### src/rtl/multicycle_core.sv
// rtl/multicycle_core.sv - multi-cycle FETCH/DECODE/EXEC/MEM/WB core with 8-entry register file
module multicycle_core #(
    parameter int DATA_W  = 16,
    parameter int PC_W    = 8,
    parameter int DMEM_AW = 8
) (
    input  logic               clk,
    input  logic               reset,
    output logic [PC_W-1:0]    imem_addr,
    input  logic [15:0]        imem_rdata,
    output logic               dmem_req,
    output logic               dmem_we,
    output logic [DMEM_AW-1:0] dmem_addr,
    output logic [DATA_W-1:0]  dmem_wdata,
    input  logic [DATA_W-1:0]  dmem_rdata,
    input  logic               dmem_ack,
    output logic               halted,
    output logic               retire,
    output logic               illegal
);

    typedef enum logic [2:0] {
        S_FETCH, S_DECODE, S_EXEC, S_MEM, S_WB, S_HALT
    } state_t;

    localparam logic [3:0] OP_R    = 4'd0;
    localparam logic [3:0] OP_ADDI = 4'd1;
    localparam logic [3:0] OP_LW   = 4'd2;
    localparam logic [3:0] OP_SW   = 4'd3;
    localparam logic [3:0] OP_BEQ  = 4'd4;
    localparam logic [3:0] OP_BNE  = 4'd5;
    localparam logic [3:0] OP_JMP  = 4'd6;
    localparam logic [3:0] OP_HALT = 4'd7;

    state_t              state_q, state_d;
    logic [PC_W-1:0]     pc_q, pc_d;
    logic [15:0]         ir_q, ir_d;
    logic [DATA_W-1:0]   a_q, a_d, b_q, b_d, res_q, res_d;
    logic [DATA_W-1:0]   rf_q [8];
    logic [DATA_W-1:0]   rf_d [8];

    logic [3:0]          op;
    logic [2:0]          rd, funct;
    logic [DATA_W-1:0]   imm_data, alu_out;
    logic [31:0]         imm_s32;
    logic [PC_W-1:0]     pc_inc, pc_br, pc_jmp;
    logic [2:0]          dec_b_idx;

    assign op        = ir_q[15:12];
    assign rd        = ir_q[11:9];
    assign funct     = ir_q[2:0];
    assign imm_data  = {{(DATA_W-6){ir_q[5]}}, ir_q[5:0]};
    assign imm_s32   = {{26{ir_q[5]}}, ir_q[5:0]};
    assign pc_inc    = pc_q + PC_W'(1);
    assign pc_br     = PC_W'(32'(pc_inc) + imm_s32);
    assign pc_jmp    = PC_W'(ir_q[11:0]);
    // R-type reads rt as second operand; branches and stores read rd instead
    assign dec_b_idx = (imem_rdata[15:12] == OP_R) ? imem_rdata[5:3] : imem_rdata[11:9];

    // memory port is only live in MEM, so reset (which forces FETCH) drops it without a clock
    assign imem_addr  = pc_q;
    assign dmem_req   = (state_q == S_MEM);
    assign dmem_we    = dmem_req && (op == OP_SW);
    assign dmem_addr  = dmem_req ? DMEM_AW'(res_q) : '0;
    assign dmem_wdata = dmem_req ? b_q : '0;
    assign halted     = (state_q == S_HALT);

    // ALU for register-register operations; shift amount is the low nibble of rt
    always_comb begin
        alu_out = '0;
        case (funct)
            3'd0: alu_out = a_q + b_q;
            3'd1: alu_out = a_q - b_q;
            3'd2: alu_out = a_q & b_q;
            3'd3: alu_out = a_q | b_q;
            3'd4: alu_out = a_q ^ b_q;
            3'd5: alu_out = {{(DATA_W-1){1'b0}}, ($signed(a_q) < $signed(b_q))};
            3'd6: alu_out = a_q << b_q[3:0];
            default: alu_out = a_q >> b_q[3:0];
        endcase
    end

    // next-state, datapath updates and single-cycle status pulses
    always_comb begin
        state_d = state_q;
        pc_d    = pc_q;
        ir_d    = ir_q;
        a_d     = a_q;
        b_d     = b_q;
        res_d   = res_q;
        rf_d    = rf_q;
        retire  = 1'b0;
        illegal = 1'b0;
        case (state_q)
            S_FETCH: state_d = S_DECODE;
            S_DECODE: begin
                ir_d    = imem_rdata;
                a_d     = rf_q[imem_rdata[8:6]];
                b_d     = rf_q[dec_b_idx];
                illegal = imem_rdata[15];
                state_d = S_EXEC;
            end
            S_EXEC: begin
                pc_d = pc_inc;
                case (op)
                    OP_R: begin
                        res_d   = alu_out;
                        state_d = S_WB;
                    end
                    OP_ADDI: begin
                        res_d   = a_q + imm_data;
                        state_d = S_WB;
                    end
                    OP_LW, OP_SW: begin
                        res_d   = a_q + imm_data;
                        state_d = S_MEM;
                    end
                    OP_BEQ: begin
                        if (a_q == b_q) pc_d = pc_br;
                        retire  = 1'b1;
                        state_d = S_FETCH;
                    end
                    OP_BNE: begin
                        if (a_q != b_q) pc_d = pc_br;
                        retire  = 1'b1;
                        state_d = S_FETCH;
                    end
                    OP_JMP: begin
                        pc_d    = pc_jmp;
                        retire  = 1'b1;
                        state_d = S_FETCH;
                    end
                    OP_HALT: begin
                        retire  = 1'b1;
                        state_d = S_HALT;
                    end
                    default: begin
                        retire  = 1'b1;
                        state_d = S_FETCH;
                    end
                endcase
            end
            S_MEM: begin
                if (dmem_ack) begin
                    if (op == OP_LW) begin
                        res_d   = dmem_rdata;
                        state_d = S_WB;
                    end else begin
                        retire  = 1'b1;
                        state_d = S_FETCH;
                    end
                end
            end
            S_WB: begin
                if (rd != 3'd0) rf_d[rd] = res_q;
                retire  = 1'b1;
                state_d = S_FETCH;
            end
            S_HALT: state_d = S_HALT;
            default: state_d = S_FETCH;
        endcase
    end

    // state and datapath registers, cleared asynchronously
    always_ff @(posedge clk or negedge reset) begin
        if (!reset) begin
            state_q <= S_FETCH;
            pc_q    <= '0;
            ir_q    <= '0;
            a_q     <= '0;
            b_q     <= '0;
            res_q   <= '0;
            rf_q    <= '{default: '0};
        end else begin
            state_q <= state_d;
            pc_q    <= pc_d;
            ir_q    <= ir_d;
            a_q     <= a_d;
            b_q     <= b_d;
            res_q   <= res_d;
            rf_q    <= rf_d;
        end
    end

endmodule

### config.mk
export PLATFORM = sky130hd
export DESIGN_NAME = multicycle_core
export DESIGN_NICKNAME = d
export VERILOG_FILES = /design/src/rtl/multicycle_core.sv
export SDC_FILE = /design/constraint.sdc
export NUM_CORES = 1
export LEC_CHECK = 0
export BUFFER_PORTS_ARGS = -buffer_cell sky130_fd_sc_hd__buf_4
export CORE_ASPECT_RATIO = 1.2
export CORE_UTILIZATION = 30
export DETAILED_ROUTE_END_ITERATION = 16
export PLACE_DENSITY = 0.47
export SYNTH_ARGS = -nofsm -noshare
export SYNTH_HDL_FRONTEND = slang
export SYNTH_SLANG_ARGS = --single-unit
### constraint.sdc
create_clock -name clk -period 4 [get_ports clk]
set_input_delay 0.4 -clock clk [delete_from_list [all_inputs] [get_ports clk]]
set_output_delay 0.4 -clock clk [all_outputs]
set_load 0.03 [all_outputs]
# [After elaboration in Yosys (flattened, before gate mapping)]
# Cells that the tools add are included.
[word_totals] reg_bits=203 in_bits=35 output_inout_bits=37 word_cells=98
[classes] add_sub_neg=5 order_cmp=5 n_eq_ne=23 n_shift=2 n_mux=29 n_bitwise=6 n_reduce_logical=14
[op_table] operator="$bwmux W128" n=1
[op_table] operator="$mux W16" n=8
[op_table] operator="$pmux W16 S7" n=1
[op_table] operator="$bmux W16 S3" n=2
[op_table] operator="$pmux W16 S2" n=2
[op_table] operator="$demux W16 S3" n=1
[op_table] operator="$add A16 B16 Y16" n=2
[op_table] operator="$mux W8" n=3
[op_table] operator="$pmux W8 S3" n=1
[op_table] operator="$and A16 B16 Y16" n=1
[op_table] operator="$eq A16 B16 Y1" n=1
[op_table] operator="$eq A4 B3 Y1 const B" n=4
[op_table] operator="$lt A16 B16 Y1" n=1
[op_table] operator="$ne A16 B16 Y1" n=1
[op_table] operator="$or A16 B16 Y16" n=1
[op_table] operator="$shl A16 B4 Y16" n=1
[op_table] operator="$shr A16 B4 Y16" n=1
[op_table] operator="$sub A16 B16 Y16" n=1
[op_table] operator="$xor A16 B16 Y16" n=1
[op_table] operator="$eq A3 B3 Y1 const B" n=5
[op_table] operator="$pmux W3 S5" n=1
[op_table] operator="$eq A3 B2 Y1 const B" n=4
[op_table] operator="$ge A4 B4 Y1 const B" n=3
[op_table] operator="$not A3 Y4" n=3
[op_table] operator="22 further kinds" n=34

# [Logic depth before layout (Yosys ltp)]
# Gate-level depths: netlist of the first run.
[logic_depth] ltp_word=6 ltp_mapped=14 mapped_depth_nobuf=12

# [Worst setup path before layout of the first run]
# Ideal clock, no wire load.
[synth_timing] kind="reg-to-reg" start="register b_q[1]" end="register res_q[15]" setup_ns=0.130 t_arrival_ns=2.914 required_ns=3.870 path_slack_ns=0.956 stages_incl_launch_ff=14 n_path_buf=3 path_cell_list="dfrtp_1 buf_2 inv_1 buf_2 buf_2 ha_1 a21o_1 a211oi_1 a31oi_1 a221oi_1 o221ai_1 a41o_1 nor4_1 a21oi_1"
[synth_between] elab_chain_cells=4 word_cells_on_any_way=7
[synth_rtl] element="start: declaration" line="38" text="logic [DATA_W-1:0] a_q, a_d, b_q, b_d, res_q, res_d;"
[synth_rtl] element="start signal: assignment" line="171" text="b_q <= '0;"
[synth_rtl] element="start signal: assignment" line="179" text="b_q <= b_d;"
[synth_rtl] element="$sub A16 B16 Y16, or another cell as far along" line="73" text="3'd1: alu_out = a_q - b_q;"
[synth_rtl] element="$pmux W16 S7 (*)" line="71" text="case (funct)"
[synth_rtl] element="$pmux W16 S2 (*)" line="105" text="case (op)"
[synth_rtl] element="$pmux W16 S2 (*)" line="94" text="case (state_q)"
[synth_rtl] element="end signal: assignment" line="180" text="res_q <= res_d;"
[synth_rtl] element="end: declaration" line="38"
# Mark *: on every way between the ends. The rest lies on a longest branch, timed or not.
# A chain may end at the register's enable or synchronous reset.

# [Worst setup path in the final report of the first run]
[layout_timing] start="register a_q[3]" end="register res_q[15]"
[layout_between] elab_chain_cells=4 word_cells_on_any_way=8
[layout_rtl] element="start: declaration" line="38"
[layout_rtl] element="start signal: assignment" line="170" text="a_q <= '0;"
[layout_rtl] element="start signal: assignment" line="178" text="a_q <= a_d;"
[layout_rtl] element="$sub A16 B16 Y16, or another cell as far along" line="73"
[layout_rtl] element="$pmux W16 S7" line="71"
[layout_rtl] element="$pmux W16 S2 (*)" line="105"
[layout_rtl] element="$pmux W16 S2 (*)" line="94"
# Marks and branches as above.

==> metrics.cfg, run 1 <==
[critical_path]
worst_r2r_startpoint=a_q[3]$_DFFE_PN0N_
worst_ep_arrival_time_ns=3.68
critPathLaunchType=flip-flop
timing.critical_path.buf_inv=1
crit_path_start=a_q[3]$_DFFE_PN0N_
crit_fanout=10
ordered_list_of_cells_on_the_worst_path=inv_1 > ha_1 > and3_1 > a211oi_1 > a31oi_1 > a221oi_1 > o221ai_1 > a41o_1 > nor4_1 > a21oi_1
critPathTopFamily=compound AO/OA/AOI/OAI gates
critical-path-max-stage-delay_ns=0.56
critical_path_required_ns=4.40
worst-setup-path-type=flip-flop to flip-flop
worst_path_max_delay_cell=dfrtp_1
crit_path_end_kind=flip-flop

[drt]
drc=0
antenna_left=0
drt_pass1_iterations=5
num_vias=11900
wl_per_cell_um=24.8
route.final.wire_length_um=52900
drt_iter0_drc=856
detail_route.vias_per_cell=5.60

[global_route]
first_global_vias=12300
wire_length_of_the_first_global_routing_pass_um=79900
grt_antenna_before_repair=0
grt_max_degree=95
grt_overflow=0
grtUsageTotal_pct=21.3

[yosys]
synth_warnings=0
post_synth.cell_area_avg_um2=10.3
yosys.cell_types.count=85
synth-edff-count=0
yosys.area.top_type_share_pct=34.1
synth-seq-area-share_pct=34.1
synth.area.top_cells=dfrtp_1, mux2_2, mux4_2
synthesis.instances=1434
async_flop_share_pct=100
synth.cell_area_mm2=0.0148
number_of_storage_elements_in_the_synthesis_netlist=202
synth_ff_type=dfrtp_1
yosysTopAreaCell=dfrtp_1
syn-num-nets=1551

[layout]
layout.nets=1603
syn_to_final_growth_pct=14.6
drive_above_1_share_pct=25.5
commonest_cells_after_routing_fill_and_taps_aside=dfrtp_1, nor2_1, buf_4
fin_cells=2130
most_common_cell_after_layout_fill_and_taps_aside=dfrtp_1
post-route-util_pct=35.0
antennaDiodeCount=0

[placement]
place_congestion=0.930
place_inst=2089
placement.setup.worst_slack_ns=0.743
count_of_input_and_output_buffers=71
detailed_placer_s_ending_hpwl_um=38500

[floorplan]
starting_density_of_the_core_pct=30.6
floorplan.die.width_um=205
dieArea_mm2=0.0502
placement_rows=88
top_level_ports=72
fp.dieH_um=245
placeableCoreArea_mm2=0.0484

[sta]
max_freq_mhz=304
post-route-period-util_pct=82.1
finalHoldViolCount=0
period_needed_ns=3.28
maxSlewHeadroom_pct=25.8
fin_ws_ns=0.715
setup_repair_after_global_routing_missed_its_margin=no
timing.setup.tns_ns=0
setup-violations-final=0
timing.clock.skew_ns=0.0237
tightest_slew_ns=1.11
final_number_of_max_transition_violations=0

[clock_tree]
root_cell_of_the_clock_tree=clkbuf_16
cts_tree=built
h_tree_depth=1
cts-root-to-sink-buffers=3
tritoncts.num_buffers=24
cts.sink_count=202
clock_slew_seen_by_the_registers_of_the_worst_setup_and_hold_paths_ns=0.06
clock_insertion_delay_worst_skew_ns=0.54
cts_setup_buffers=0

[power_and_ir_drop]
p_leak_nw=7.66
totalPowerFinal_w=0.0160
power_per_cell_area_mw_per_mm2=943
largest_vdd_supply_drop_mv=0.297

[job]
max-cap-violations=0

[status]
outcome=complete, no violations

[worst_hold_path]
hp-class=input pin to flip-flop
worst_hold_startpoint=imem_rdata[1]

metrics by stage:
stage,hold slack (ns),instance area [um2]
6_report,0.0760,17000
5_1_grt,0.0923,17000
4_1_cts,0.0613,17000
3_5_place_dp,0.381,16200
3_3_place_gp,0.374,16200
2_1_floorplan,0.104,14800
kinds of logic (layout without fill, tap and decap cells):
family / Yosys count / after routing / synth area share, %
AO/OA/AOI/OAI: 337 / 337 / 15.2
XOR/XNOR: 35 / 35 / 2.16
adder cells (fa/ha/maj): 82 / 82 / 7.13
buffers and inverters: 165 / 231 / 4.76
flip-flops: 202 / 202 / 34.1
multiplexers: 258 / 258 / 25.2
AND/OR/NAND/NOR: 355 / 355 / 11.4
power breakdown:
group | leakage, nW | switching (W) | internal [W]
clock network | 0.377 | 0.000902 | 0.00132
logic | 4.61 | 0.00616 | 0.00399
registers | 2.67 | 0.000872 | 0.00275
Yosys cell counts (18+ instances only):
master and count:
a31oi_1 18, nand2_1 73, dfrtp_1 202, ha_1 78
mux4_2 58, inv_1 52, mux2i_1 53, xnor2_1 22
buf_2 29, nor2_1 147, nor2b_1 20, a211oi_1 19
nor3_1 18, a21oi_1 110, o21ai_0 50, mux2_2 129
nand3_1 19, clkbuf_1 65
registers in the layout (all words and copies together) (netlist names):
register / count
a_q: 16
b_q: 16
imem_addr: 8
res_q: 16
rf_q: 128
ir_q: 15
state_q: 3
routing by layer:
metal / part of all wire (%) / up-vias / global-route usage (%) / wire (um)
met3: 3.8 / 87 / 1.84 / 2000
li1: - / 5429 / - / -
met2: 51 / 317 / 37.8 / 26900
met4: 2.6 / 0 / 5.84 / 1390
met5: 0 / - / 0 / 0
met1: 43 / 6093 / 27.4 / 22600
worst paths after layout:
| path | depth (start not counted) | slack [ns] | endpoint |
|---|---|---|---|
| max | 10 | 0.72 | res_q[15]$_DFFE_PN0P_ |
| min | 3 | 0.08 | ir_q[1]$_DFFE_PN0N_ |
| max reg2reg | 10 | 0.72 | res_q[15]$_DFFE_PN0P_ |
| min reg2reg | 0 | 0.39 | rf_q[113]$_DFFE_PN0P_ |
| max in group asynchronous | 3 | 2.50 | res_q[15]$_DFFE_PN0P_ |
| min in group asynchronous | 2 | 0.45 | ir_q[11]$_DFFE_PN0N_ |
final cells by class:
type / count / area, um2
inverters: 56 / 210
repair buffers: 135 / 1060
clock inverters: 6 / 86.3
fillers: 4931 / 31500
well taps: 630 / 788
flip-flops and latches: 202 / 5050
clock buffers: 34 / 689
multi-input cells: 1067 / 9080
timing repair:
item | CTS | global route
gates resized for setup | 0 | 0
hold buffers | 1 | 0
endpoints found under the hold margin | 73 | 0
worst min-delay path, delay by kind of cell:
family	cells	cell delay, ns
AO/OA/AOI/OAI	1	0.06
buffers and inverters	1	0.08
AND/OR/NAND/NOR	1	0.04
(Power assumes the default switching activity.)
==> run 2, diff against run 1 <==
--- a/config.mk
+++ b/config.mk
@@ -9,7 +9,7 @@
 export CORE_ASPECT_RATIO = 1.2
 export CORE_UTILIZATION = 30
 export DETAILED_ROUTE_END_ITERATION = 16
-export PLACE_DENSITY = 0.47
+export PLACE_DENSITY = 0.48
 export SYNTH_ARGS = -nofsm -noshare
 export SYNTH_HDL_FRONTEND = slang
 export SYNTH_SLANG_ARGS = --single-unit
==> constraint.sdc (replaced) <==
create_clock -name clk -period 2.9 [get_ports clk]
set_input_delay 0.29 -clock clk [delete_from_list [all_inputs] [get_ports clk]]
set_output_delay 0.29 -clock clk [all_outputs]
set_load 0.03 [all_outputs]
==> run 2 against run 1 <==
Net effect:
- sequential power is 33% higher
- die area stayed put
- non-clock buffer count is 96 higher
- hold slack worse by 0.052 ns
- clock-buffer cell count is 5 lower
- cell area is 6.3% higher
- combinational power is 58% higher
- clock skew is 0.012 ns lower
- via count is 2.9% higher
- maximum frequency is 17% higher
- utilization is 2.2 points higher
- critical path depth is 1 higher
- largest power group unchanged
==> metrics.cfg, run 2 (synthesis gave the netlist of run 1 again) <==
[critical_path]
critPathTopFamily=compound AO/OA/AOI/OAI gates  ; unchanged
r2r_slack_ns=0.09  ; was 0.72 ns
critical-path-max-stage-delay_ns=0.44  ; was 0.56 ns
ordered_list_of_cells_on_the_worst_path=ha_1 > inv_1 > fa_1 > nand2b_1 > a21oi_1 > o2111ai_1 > nand2b_1 > xnor2_1 > a2111oi_1 > a32oi_1 > a31oi_1  ; was inv_1 > ha_1 > and3_1 > a211oi_1 > a31oi_1 > a221oi_1 > o221ai_1 > a41o_1 > nor4_1 > a21oi_1
crit_path_start=ir_q[0]$_DFFE_PN0N_  ; was a_q[3]$_DFFE_PN0N_
timing.critical_path.mode_cell=nand2b_1
crit_path_end_kind=flip-flop  ; unchanged
critPathLaunchType=flip-flop  ; unchanged
worst-setup-path-type=flip-flop to flip-flop  ; unchanged
crit_fanout=3  ; was 10
critical_path_required_ns=3.35  ; was 4.40 ns
worst_path_max_delay_cell=a2111oi_1  ; was dfrtp_1
timing.critical_path.buf_inv=1  ; unchanged
worst_ep_arrival_time_ns=3.26  ; was 3.68 ns
worst_r2r_startpoint=ir_q[0]$_DFFE_PN0N_  ; was a_q[3]$_DFFE_PN0N_

[drt]
drt_iter0_drc=992  ; was 856
route.final.wire_length_um=53100  ; was 52,900 um
antenna_left=0  ; unchanged
detail_route.vias_per_cell=5.51  ; was 5.60
wl_per_cell_um=23.9  ; was 24.8 um
drt_pass1_iterations=5  ; unchanged
num_vias=12300  ; was 11.9k
drc=0  ; unchanged

[clock_tree]
cts.sink_count=202  ; unchanged
tritoncts.num_buffers=23  ; was 24
cts-root-to-sink-buffers=3  ; unchanged
cts_tree=built  ; unchanged
clock_slew_seen_by_the_registers_of_the_worst_setup_and_hold_paths_ns=0.06  ; about the same
h_tree_depth=1  ; unchanged
root_cell_of_the_clock_tree=clkbuf_16  ; unchanged
clock_insertion_delay_worst_skew_ns=0.53  ; was 0.54 ns

[placement]
detailed_placer_s_ending_hpwl_um=39400  ; was 38,500 um
placed_cell_area_mm2=0.0169  ; was 0.0162 mm2
count_of_input_and_output_buffers=71  ; unchanged
place_congestion=0.990  ; was 0.930

[sta]
post-route-period-util_pct=96.8  ; was 82.1%
setup-violations-final=0  ; unchanged
max_freq_mhz=356  ; was 304 MHz
period_needed_ns=2.81  ; was 3.28 ns
maxSlewHeadroom_pct=50.6  ; was 25.8%
setup_repair_after_global_routing_missed_its_margin=yes  ; was no
final_number_of_max_transition_violations=0  ; unchanged
finalHoldViolCount=0  ; unchanged
timing.clock.skew_ns=0.0114  ; was 0.0237 ns
tightest_slew_ns=0.741  ; was 1.11 ns
timing.setup.tns_ns=0  ; unchanged

[layout]
antennaDiodeCount=0  ; unchanged
drive_above_1_share_pct=32.5  ; was 25.5%
area_of_all_placed_cells_without_fillers_mm2=0.0180  ; was 0.0170 mm2
most_common_cell_after_layout_fill_and_taps_aside=buf_4  ; was dfrtp_1
syn_to_final_growth_pct=21.8  ; was 14.6%
largest_register_ffs=128  ; unchanged
commonest_cells_after_routing_fill_and_taps_aside=buf_4, dfrtp_1, nor2_1  ; was dfrtp_1, nor2_1, buf_4
register_with_the_most_flip_flops=rf_q  ; unchanged
layout.nets=1699  ; was 1,603

[global_route]
first_global_vias=12700  ; was 12.3k
grt_antenna_before_repair=0  ; unchanged
grtUsageTotal_pct=21.4  ; was 21.3%
grt_max_degree=77  ; was 95
grt_overflow=0  ; unchanged
wire_length_of_the_first_global_routing_pass_um=80400  ; was 79,900 um

[power_and_ir_drop]
power_per_cell_area_mw_per_mm2=1330  ; was 943 mW/mm2
switching_share_pct=48.2  ; was 49.6%
largest_vdd_supply_drop_mv=0.482  ; was 0.297 mV
power.internal_w=0.0124  ; was 0.00807 W
sequential_power_share_pct=20.1  ; was 22.7%
switching_power_w=0.0115  ; was 0.00793 W
comb_power_share_pct=67.5  ; was 63.5%
clkPwrFrac_pct=12.4  ; was 13.9%
p_leak_nw=8.17  ; was 7.66 nW

[job]
max-cap-violations=0  ; unchanged

[floorplan]
top_level_ports=72  ; unchanged
dieArea_mm2=0.0502  ; unchanged
placement_rows=88  ; unchanged
starting_density_of_the_core_pct=30.6  ; unchanged
fp.dieH_um=245  ; unchanged
placeableCoreArea_mm2=0.0484  ; unchanged
floorplan.die.width_um=205  ; unchanged

[status]
outcome=complete, no violations  ; unchanged

[worst_hold_path]
hp-class=input pin to flip-flop  ; unchanged
worst_hold_startpoint=imem_rdata[2]  ; was imem_rdata[1]

run 2: changes by cell type in the layout (fill, tap and decap cells not counted), moves of 3 or more:
cell / change
inv_2: +3
clkinv_4: +3
inv_1: -3
ha_2: +5
ha_1: -10
ha_4: +5
a21oi_2: +5
nor4_4: +3
buf_4: +87
buf_12: +5
a21oi_1: -5
nor4_1: -3
run 2: metrics by stage:
stage          utilization, %  hold slack (ns)  std cells  setup WS [ns]  power [W]
6_report                 37.2           0.0236       2225         0.0930     0.0239
5_1_grt                  37.2           0.0130       2225        -0.0191     0.0255
4_1_cts                  36.7         0.000521       2223        -0.0358     0.0232
3_5_place_dp             35.0            0.381       2181         -0.234     0.0200
3_3_place_gp             35.0            0.375       2181         -0.241     0.0200
2_1_floorplan               -         -0.00559       1434        0.00886     0.0142
run 2: repair_timing:
action,CTS,global route
setup endpoints to repair,5,18
cloned,0,1
hold buffers,3,0
hold endpoints to repair,73,0
resized for setup,9,48
buffers inserted,1,1
pin swaps,4,18
run 2: power groups by stage:
stage               clock network (W)  registers [W]  logic, W
floorplan                           0        0.00474   0.00943
global placement                    0        0.00478    0.0152
detailed placement                  0        0.00483    0.0151
CTS                           0.00306        0.00478    0.0154
global route                  0.00316        0.00497    0.0173
finish                        0.00298        0.00481    0.0161
run 2: final timing paths:
check,end,cells after the start
max reg2reg,res_q[10]$_DFFE_PN0P_,11
min in group asynchronous,ir_q[9]$_DFFE_PN0N_,2
min reg2reg,rf_q[118]$_DFFE_PN0P_,0
min,ir_q[2]$_DFFE_PN0N_,2
max in group asynchronous,ir_q[5]$_DFFE_PN0N_,3
max,res_q[10]$_DFFE_PN0P_,11
run 2: layout make-up:
cell class                 count  area (um2)
inverter                      56         210
sequential                   202        5060
fill                        4913       30400
timing repair buffer         231        1860
clock buffer                  29         608
multi-input combinational   1068        9380
clock inverter                 9         134
tap                          630         788
run 2: routing by layer:
metal | vias to the layer above | part of all wire [%] | track usage [%]
li1 | 5608 | - | -
met1 | 6186 | 41 | 27.0
met2 | 370 | 50 | 36.9
met3 | 102 | 4.7 | 2.35
met4 | 0 | 4.2 | 8.56
met5 | - | 0 | 0
